==> config.mk <==
export PLATFORM = sky130hd
export DESIGN_NAME = dmem_responder_flat
export DESIGN_NICKNAME = d
export VERILOG_FILES = /design/src/rtl/dmem_responder_if.sv /design/src/rtl/dmem_responder.sv /design/src/flat_wrapper.sv
export SDC_FILE = /design/constraint.sdc
export NUM_CORES = 2
export LEC_CHECK = 0
export CORE_MARGIN = 3
export CORE_UTILIZATION = 40
export DETAILED_ROUTE_END_ITERATION = 16
export SYNTH_ARGS = -nofsm -noshare
export SYNTH_HDL_FRONTEND = slang
export SYNTH_SLANG_ARGS = --single-unit
==> constraint.sdc <==
create_clock -name clk -period 53.2 [get_ports clk]
set_input_delay 10.64 -clock clk [delete_from_list [all_inputs] [get_ports clk]]
set_output_delay 10.64 -clock clk [all_outputs]
set_load 0.01 [all_outputs]
==> src/rtl/dmem_responder_if.sv <==
// Request/response bundle between the MEM stage and the data memory responder.
// The master side issues requests and the slave side answers with a one-cycle strobe.
interface dmem_responder_if;
    logic        req_valid;
    logic        req_ready;
    logic        req_we;
    logic [31:0] req_addr;
    logic [31:0] req_wdata;
    logic        rsp_valid;
    logic [31:0] rsp_rdata;
    logic        rsp_err;

    modport master (
        output req_valid, req_we, req_addr, req_wdata,
        input  req_ready, rsp_valid, rsp_rdata, rsp_err
    );

    modport slave (
        input  req_valid, req_we, req_addr, req_wdata,
        output req_ready, rsp_valid, rsp_rdata, rsp_err
    );
endinterface

==> src/rtl/dmem_responder.sv <==
// Fixed-latency data memory responder: accepts one request, waits LAT cycles,
// then emits a single response strobe; stores and error counting commit on the edge leaving RESP.
module dmem_responder #(
    parameter int LAT   = 2,
    parameter int DEPTH = 32
) (
    input  logic              clk,
    input  logic              rst,
    dmem_responder_if.slave   bus,
    output logic              busy,
    output logic [7:0]        err_count
);
    localparam int AW = $clog2(DEPTH);

    typedef enum logic [1:0] {
        IDLE,
        WAIT,
        RESP
    } state_t;

    state_t      state;
    logic [2:0]  cnt;
    logic        we_q;
    logic [31:0] addr_q;
    logic [31:0] wdata_q;
    logic [31:0] mem [DEPTH];

    logic        bad;
    logic [AW-1:0] idx;

    function automatic logic [31:0] init_word(input int i);
        if (i == 0)
            return 32'hA00000AA;
        else if (i < 10)
            return 32'(i) * 32'h10000011;
        else
            return 32'h0;
    endfunction

    // Anything above the word array, or not word aligned, is rejected.
    assign bad = (addr_q[1:0] != 2'b00) || (addr_q[31:AW+2] != '0);
    assign idx = addr_q[AW+1:2];

    assign bus.req_ready = (state == IDLE);
    assign busy          = (state != IDLE);

    always_ff @(posedge clk or posedge rst) begin
        if (rst) begin
            state         <= IDLE;
            cnt           <= '0;
            we_q          <= 1'b0;
            addr_q        <= '0;
            wdata_q       <= '0;
            bus.rsp_valid <= 1'b0;
            bus.rsp_rdata <= '0;
            bus.rsp_err   <= 1'b0;
            err_count     <= '0;
            for (int i = 0; i < DEPTH; i++)
                mem[i] <= init_word(i);
        end else begin
            unique case (state)
                IDLE: begin
                    if (bus.req_valid) begin
                        we_q    <= bus.req_we;
                        addr_q  <= bus.req_addr;
                        wdata_q <= bus.req_wdata;
                        cnt     <= 3'(LAT - 1);
                        state   <= WAIT;
                    end
                end
                WAIT: begin
                    if (cnt == 3'd0) begin
                        state         <= RESP;
                        bus.rsp_valid <= 1'b1;
                        bus.rsp_err   <= bad;
                        bus.rsp_rdata <= (!we_q && !bad) ? mem[idx] : 32'h0;
                    end else begin
                        cnt <= cnt - 3'd1;
                    end
                end
                RESP: begin
                    state         <= IDLE;
                    bus.rsp_valid <= 1'b0;
                    bus.rsp_err   <= 1'b0;
                    bus.rsp_rdata <= '0;
                    if (bad) begin
                        if (err_count != 8'hFF)
                            err_count <= err_count + 8'd1;
                    end else if (we_q) begin
                        mem[idx] <= wdata_q;
                    end
                end
                default: state <= IDLE;
            endcase
        end
    end
endmodule

==> src/flat_wrapper.sv <==
// flat-port wrapper written by rule: the top's interface ports become plain ports
module dmem_responder_flat 
#(
    parameter int LAT   = 2,
    parameter int DEPTH = 32
)
  (clk, rst, busy, err_count, bus_req_valid, bus_req_we, bus_req_addr, bus_req_wdata, bus_req_ready, bus_rsp_valid, bus_rsp_rdata, bus_rsp_err);
  dmem_responder_if bus_i ();
  input  logic clk;
  input  logic rst;
  output logic busy;
  output logic [7:0] err_count;
  input wire logic [$bits(bus_i.req_valid)-1:0] bus_req_valid;
  input wire logic [$bits(bus_i.req_we)-1:0] bus_req_we;
  input wire logic [$bits(bus_i.req_addr)-1:0] bus_req_addr;
  input wire logic [$bits(bus_i.req_wdata)-1:0] bus_req_wdata;
  output wire logic [$bits(bus_i.req_ready)-1:0] bus_req_ready;
  output wire logic [$bits(bus_i.rsp_valid)-1:0] bus_rsp_valid;
  output wire logic [$bits(bus_i.rsp_rdata)-1:0] bus_rsp_rdata;
  output wire logic [$bits(bus_i.rsp_err)-1:0] bus_rsp_err;
  assign bus_i.req_valid = bus_req_valid;
  assign bus_i.req_we = bus_req_we;
  assign bus_i.req_addr = bus_req_addr;
  assign bus_i.req_wdata = bus_req_wdata;
  assign bus_req_ready = bus_i.req_ready;
  assign bus_rsp_valid = bus_i.rsp_valid;
  assign bus_rsp_rdata = bus_i.rsp_rdata;
  assign bus_rsp_err = bus_i.rsp_err;
  dmem_responder #(.LAT(LAT), .DEPTH(DEPTH)) u_core (.clk(clk), .rst(rst), .bus(bus_i), .busy(busy), .err_count(err_count));
endmodule
# Yosys cells after proc, flatten, opt, wreduce, memory -nomap -nowiden

Index checks and enable logic that the tools add are counted.
Widths: inputs -> output; s select.

Bitwise operators: 2
Muxes and demuxes: 19
Reduce and logical (&&, ||, !) cells: 18
Eq/ne operators: 6
Order comparisons: 2
Add/sub/neg operators: 2

Operator list:

| kind                | number |
|---|---|
| $bwmux 1024         | 1 |
| $bmux 32 s5         | 1 |
| $demux 32 s5        | 1 |
| $mux 32             | 5 |
| $pmux 32 s2         | 1 |
| $reduce_bool 25->1  | 1 |
| $reduce_and 3->1    | 3 |
| $add 8x1->8 const B | 1 |
| $ne 8x8->1 const B  | 1 |
| $reduce_bool 2->1   | 4 |
| $ge 6x6->1 const B  | 1 |
| $lt 6x1->1 const B  | 1 |
| $mux 3              | 2 |
| $not 5->6           | 1 |
| $pmux 3 s2          | 1 |
| $reduce_and 2->1    | 3 |
| $mux 2              | 2 |
| $ne 2x2->1 const B  | 2 |
| $pmux 1 s2          | 2 |
| $pmux 2 s2          | 1 |
| $logic_not 3->1     | 1 |
| $sub 3x1->3 const B | 1 |
| $eq 2x1->1 const B  | 1 |
| $eq 2x2->1 const B  | 1 |
| other kinds (7)     | 10 |

Register bits after elaboration: 1136
Output and inout port bits: 44

# Longest topological paths before layout

Depth in word-level cells: 7
Gate-level depth with buffers: 9
Depth with buffers taken out: 7

# Worst setup path after synthesis

Ideal clock, no wire load.

Path kind: input port to flip-flop
From: input bus_req_valid
To: register u_core.addr_q[0]
Buffers on the path: 2
Stages on the path: 4
Setup slack: 41299 ps
Library setup time: 125 ps
Arrival: 11776 ps
Cells stage by stage: and2_1 -> clkbuf_1 -> clkbuf_1 -> mux2_2

Word-level cells in the longest chain between the ends: 1

RTL lines:

| element                           | line                 | RTL |
|---|---|---|
| from (decl)                       | flat_wrapper.sv:13   | `input wire logic [$bits(bus_i.req_valid)-1:0] bus_req_valid;` |
| $reduce_and 2->1 (no source line) | n/a                  |  |
| to (signal assigned)              | dmem_responder.sv:65 | `addr_q <= bus.req_addr;` |
| to (decl)                         | dmem_responder.sv:24 | `logic [31:0] addr_q;` |

Every way passes these cells.
A chain may end at the register's enable or synchronous reset.

==> flow_summary_export.csv <==
group,metric,value,unit
sta,slew_headroom,19.0,%
layout,fin_nets,3481,
clock_network,clock_path_buffers,3,
logic_synthesis,ys_seq_area_share,55.7,%
logic_synthesis,ys_top_cells_by_area,"dfrtp_1 (53%), mux2_1 (21%), mux2i_1 (5.7%)",
layout,area_delta_synth_final,13.5,%
detailed_routing,drt_iter0_markers,2314,
floorplanning,core-area,126000,sq um
detailed_routing,routed_wl,137000,um
logic_synthesis,synth-simple-area-share,2.95,%
detailed_routing,wl_per_cell,26.5,um
flow_run,max_cap_violations,0,
detailed_routing,route.detailed.drc,0,
placement,gp_congestion,0.728,
sta,rsz0062_at_grt,"no",
logic_synthesis,yosysTopAreaCellShare,53.0,%
worst_hold_path,whs_path_depth,1,
worst_setup_path,rrSetupSlack,48.43,ns
sta,fin_tns_setup,0,ns
detailed_routing,vias,29500,
clock_network,cts_root_buf,"clkbuf_16",
logic_synthesis,synth_edf_count,0,
sta,drv_slew,0,
detailed_routing,ant_nets,0,
worst_setup_path,arrival,14.40,ns
placement,place_area,53600,sq um
power_and_ir_drop,p_per_area,42.5,nW/um^2
detailed_routing,firstDrtPassIters,5,
global_route,grt_pass1_wl,207000,um
floorplanning,rows,130,
power_and_ir_drop,fin_total_pwr,2.47,mW
worst_setup_path,cp_cell_sequence,"clkdlybuf4s50_1, inv_8, buf_12, buf_4, buf_12",
clock_network,ctsResizeCount,0,
detailed_routing,via_per_inst,5.71,
clock_network,cts.sinks,1136,
global_route,antenna_found_initial,2,
sta,max_freq,0.0733,GHz
worst_setup_path,worstPathMaxFanout,177,
layout,layout-drive-gt1-share,17.6,%
worst_setup_path,slowest_delay,0.84,ns
placement,port-buffer-count,111,
logic_synthesis,synth_compound_area_share,3.34,%
logic_synthesis,syn_area_per_cell,15.0,sq um
logic_synthesis,synth_cell_types,48,
logic_synthesis,synth_top_area_cell,"dfrtp_1",
global_route,grt_max_degree,178,
logic_synthesis,synth-xor-area-share,0.120,%
logic_synthesis,netlist_area,51200,sq um
layout,final_area,58100,sq um
worst_setup_path,timing.rr.start,"u_core.addr_q[3]",
worst_setup_path,worstPathRequired,53.95,ns
global_route,grt_pass1_vias,30700,
worst_hold_path,hold_path.startpoint,"u_core.bus.rsp_rdata[23]",
global_route,track_usage,21.0,%
clock_network,htreeDepth,4,
clock_network,clk_pin_slew,0.06,ns
logic_synthesis,synth_top_family_by_area,"multiplexers",
sta,setup_viol,0,
clock_network,post_cts_buffers,0,
logic_synthesis,netlist_instances,3403,
clock_network,cts_tree,"yes",
worst_setup_path,cpMostUsedCell,"buf_12",
worst_setup_path,end_kind,"async pin",
floorplanning,dieHeight,364,um
sta,worstMarginPinSlew,1.21,ns
placement,dp.cells,4927,
clock_network,ctsHoldBuffers,0,
sta,finClkSkew,0.0241,ns
placement,hpwl,76900,um
logic_synthesis,synthAdderAreaFrac,0.0733,%
worst_hold_path,hp-class,"reg -> reg",
sta,hold_violations,0,
logic_synthesis,syn_nets,3474,
worst_setup_path,timing_worst_setup_path_type,"in -> async",
worst_setup_path,r2r_end,"u_core.mem[824]",
worst_setup_path,reg2reg_depth,6,
logic_synthesis,synth-main-ff-cell,"dfrtp_1",
floorplanning,die_area,132000,sq um
sta,hold_slack,0.473,ns
layout,final_common_cell,"dfrtp_1",
clock_network,worst_skew_pair.late_latency,0.76,ns
status,status,"finished clean",
logic_synthesis,synthArstFlopShare,100,%
logic_synthesis,synth_warnings,0,
floorplanning,start_util,40.5,%
sta,period_minus_slack,13.65,ns
logic_synthesis,synth-seq-cells,1136,
sta,period_share,25.7,%
worst_setup_path,critPathLaunchType,"input port",
clock_network,cts-buffers-inserted,131,
worst_hold_path,worstHoldEndpoint,"u_core.bus.rsp_rdata[23]",
worst_setup_path,slowest_stage,"buf_4",
layout,final_cells,5165,
layout,layout_common_cells,"dfrtp_1 (1082), mux2_1 (977), mux2i_1 (289), a22oi_1 (139), clkbuf_16 (137)",
power_and_ir_drop,p_leak,29.3,nW
floorplanning,pin_count,112,
logic_synthesis,synth.area.mux_share,34.6,%
floorplanning,die_w,364,um
global_route,grt_overflow,0,
power_and_ir_drop,vdd_drop_max,0.0633,mV
[synthesized netlist by cell type, types with 2 or more instances]
library cell / count
ha_1: 3
or3_1: 3
buf_2: 98
a22o_1: 5
nand3b_1: 3
buf_1: 12
mux2_1: 977
and2_1: 2
nor4_1: 34
nor2_8: 14
o21ai_0: 5
nor4bb_1: 5
a32oi_1: 2
a22oi_1: 139
nor3_1: 10
mux2_2: 116
mux2i_1: 289
dfstp_2: 51
xor2_1: 7
mux4_2: 111
clkbuf_1: 162
nor2b_1: 5
and4_1: 2
nand2_1: 22
and4b_1: 4
buf_6: 45
nor4_2: 12
nor4b_1: 2
nand2b_1: 5
inv_1: 6
nor2_1: 18
nand4_1: 33
or2_2: 2
nor2_2: 7
nor4b_2: 2
dfrtp_1: 1085
nand3_1: 10
or4_1: 5
o211ai_1: 11
a21o_1: 27
o22ai_1: 45
[layer usage]
layer	global-route usage [%]	share of wire, %	vias up
met3	4.15	4.8	209
met5	0	0	-
met4	5.86	2.4	0
met2	32.8	46	628
met1	30.0	47	16000
li1	-	-	12700
[sequential cells by signal, summed over array words and instances, names as in the netlist]
signal                count
u_core.bus.rsp_rdata     32
u_core.mem             1024
u_core.bus.rsp_err        1
u_core.addr_q            32
u_core.wdata_q           32
u_core.bus.rsp_valid      1
u_core.err_count          8
u_core.we_q               1
u_core.cnt                3
u_core.state              2
[worst max path at each step]
| stage | start | to | cells after the start |
|---|---|---|---|
| 6_report | rst | u_core.mem[535] | 5 |
| 5_1_grt | rst | u_core.mem[343] | 5 |
| 4_1_cts | rst | u_core.mem[440] | 5 |
| 3_5_place_dp | rst | u_core.mem[657] | 5 |
| 3_3_place_gp | rst | u_core.mem[657] | 5 |
| 2_1_floorplan | rst | u_core.addr_q[0] | 1 |
[area by class of cell]
class	instances	area, sq um
timing repair buffer	191	1750
clock inverter	31	414
inverter	6	30.0
clock buffer	206	4060
sequential	1136	28500
fill	11100	68300
tap	1650	2060
antenna	1	2.50
multi-input combinational	1944	21200
[report_power, final]
part	switching, mW	internal (mW)
Sequential	0.135	0.892
Clock	0.367	0.559
Combinational	0.318	0.197
Total	0.820	1.65
[worst max-delay path: cells and delay by family]
kind	cells	cell delay, ns
buffers and inverters	5	3.24
[stage by stage]
step	utilization, %	setup WS (ns)
3_5_place_dp	42.4	38.67
2_1_floorplan	-	10.65
5_1_grt	45.9	39.02
6_report	45.9	39.55
3_3_place_gp	42.4	38.67
4_1_cts	45.9	39.48
[cell families (layout without fill, tap and decap cells)]
logic type / Yosys count / after routing
AO/OA/AOI/OAI: 236 / 236
adder cells (fa/ha/maj): 3 / 3
multiplexers: 1493 / 1493
other: 0 / 1
flip-flops: 1136 / 1136
AND/OR/NAND/NOR: 205 / 205
XOR/XNOR: 7 / 7
buffers and inverters: 323 / 434
No activity file was read; power rests on OpenSTA's default activity.
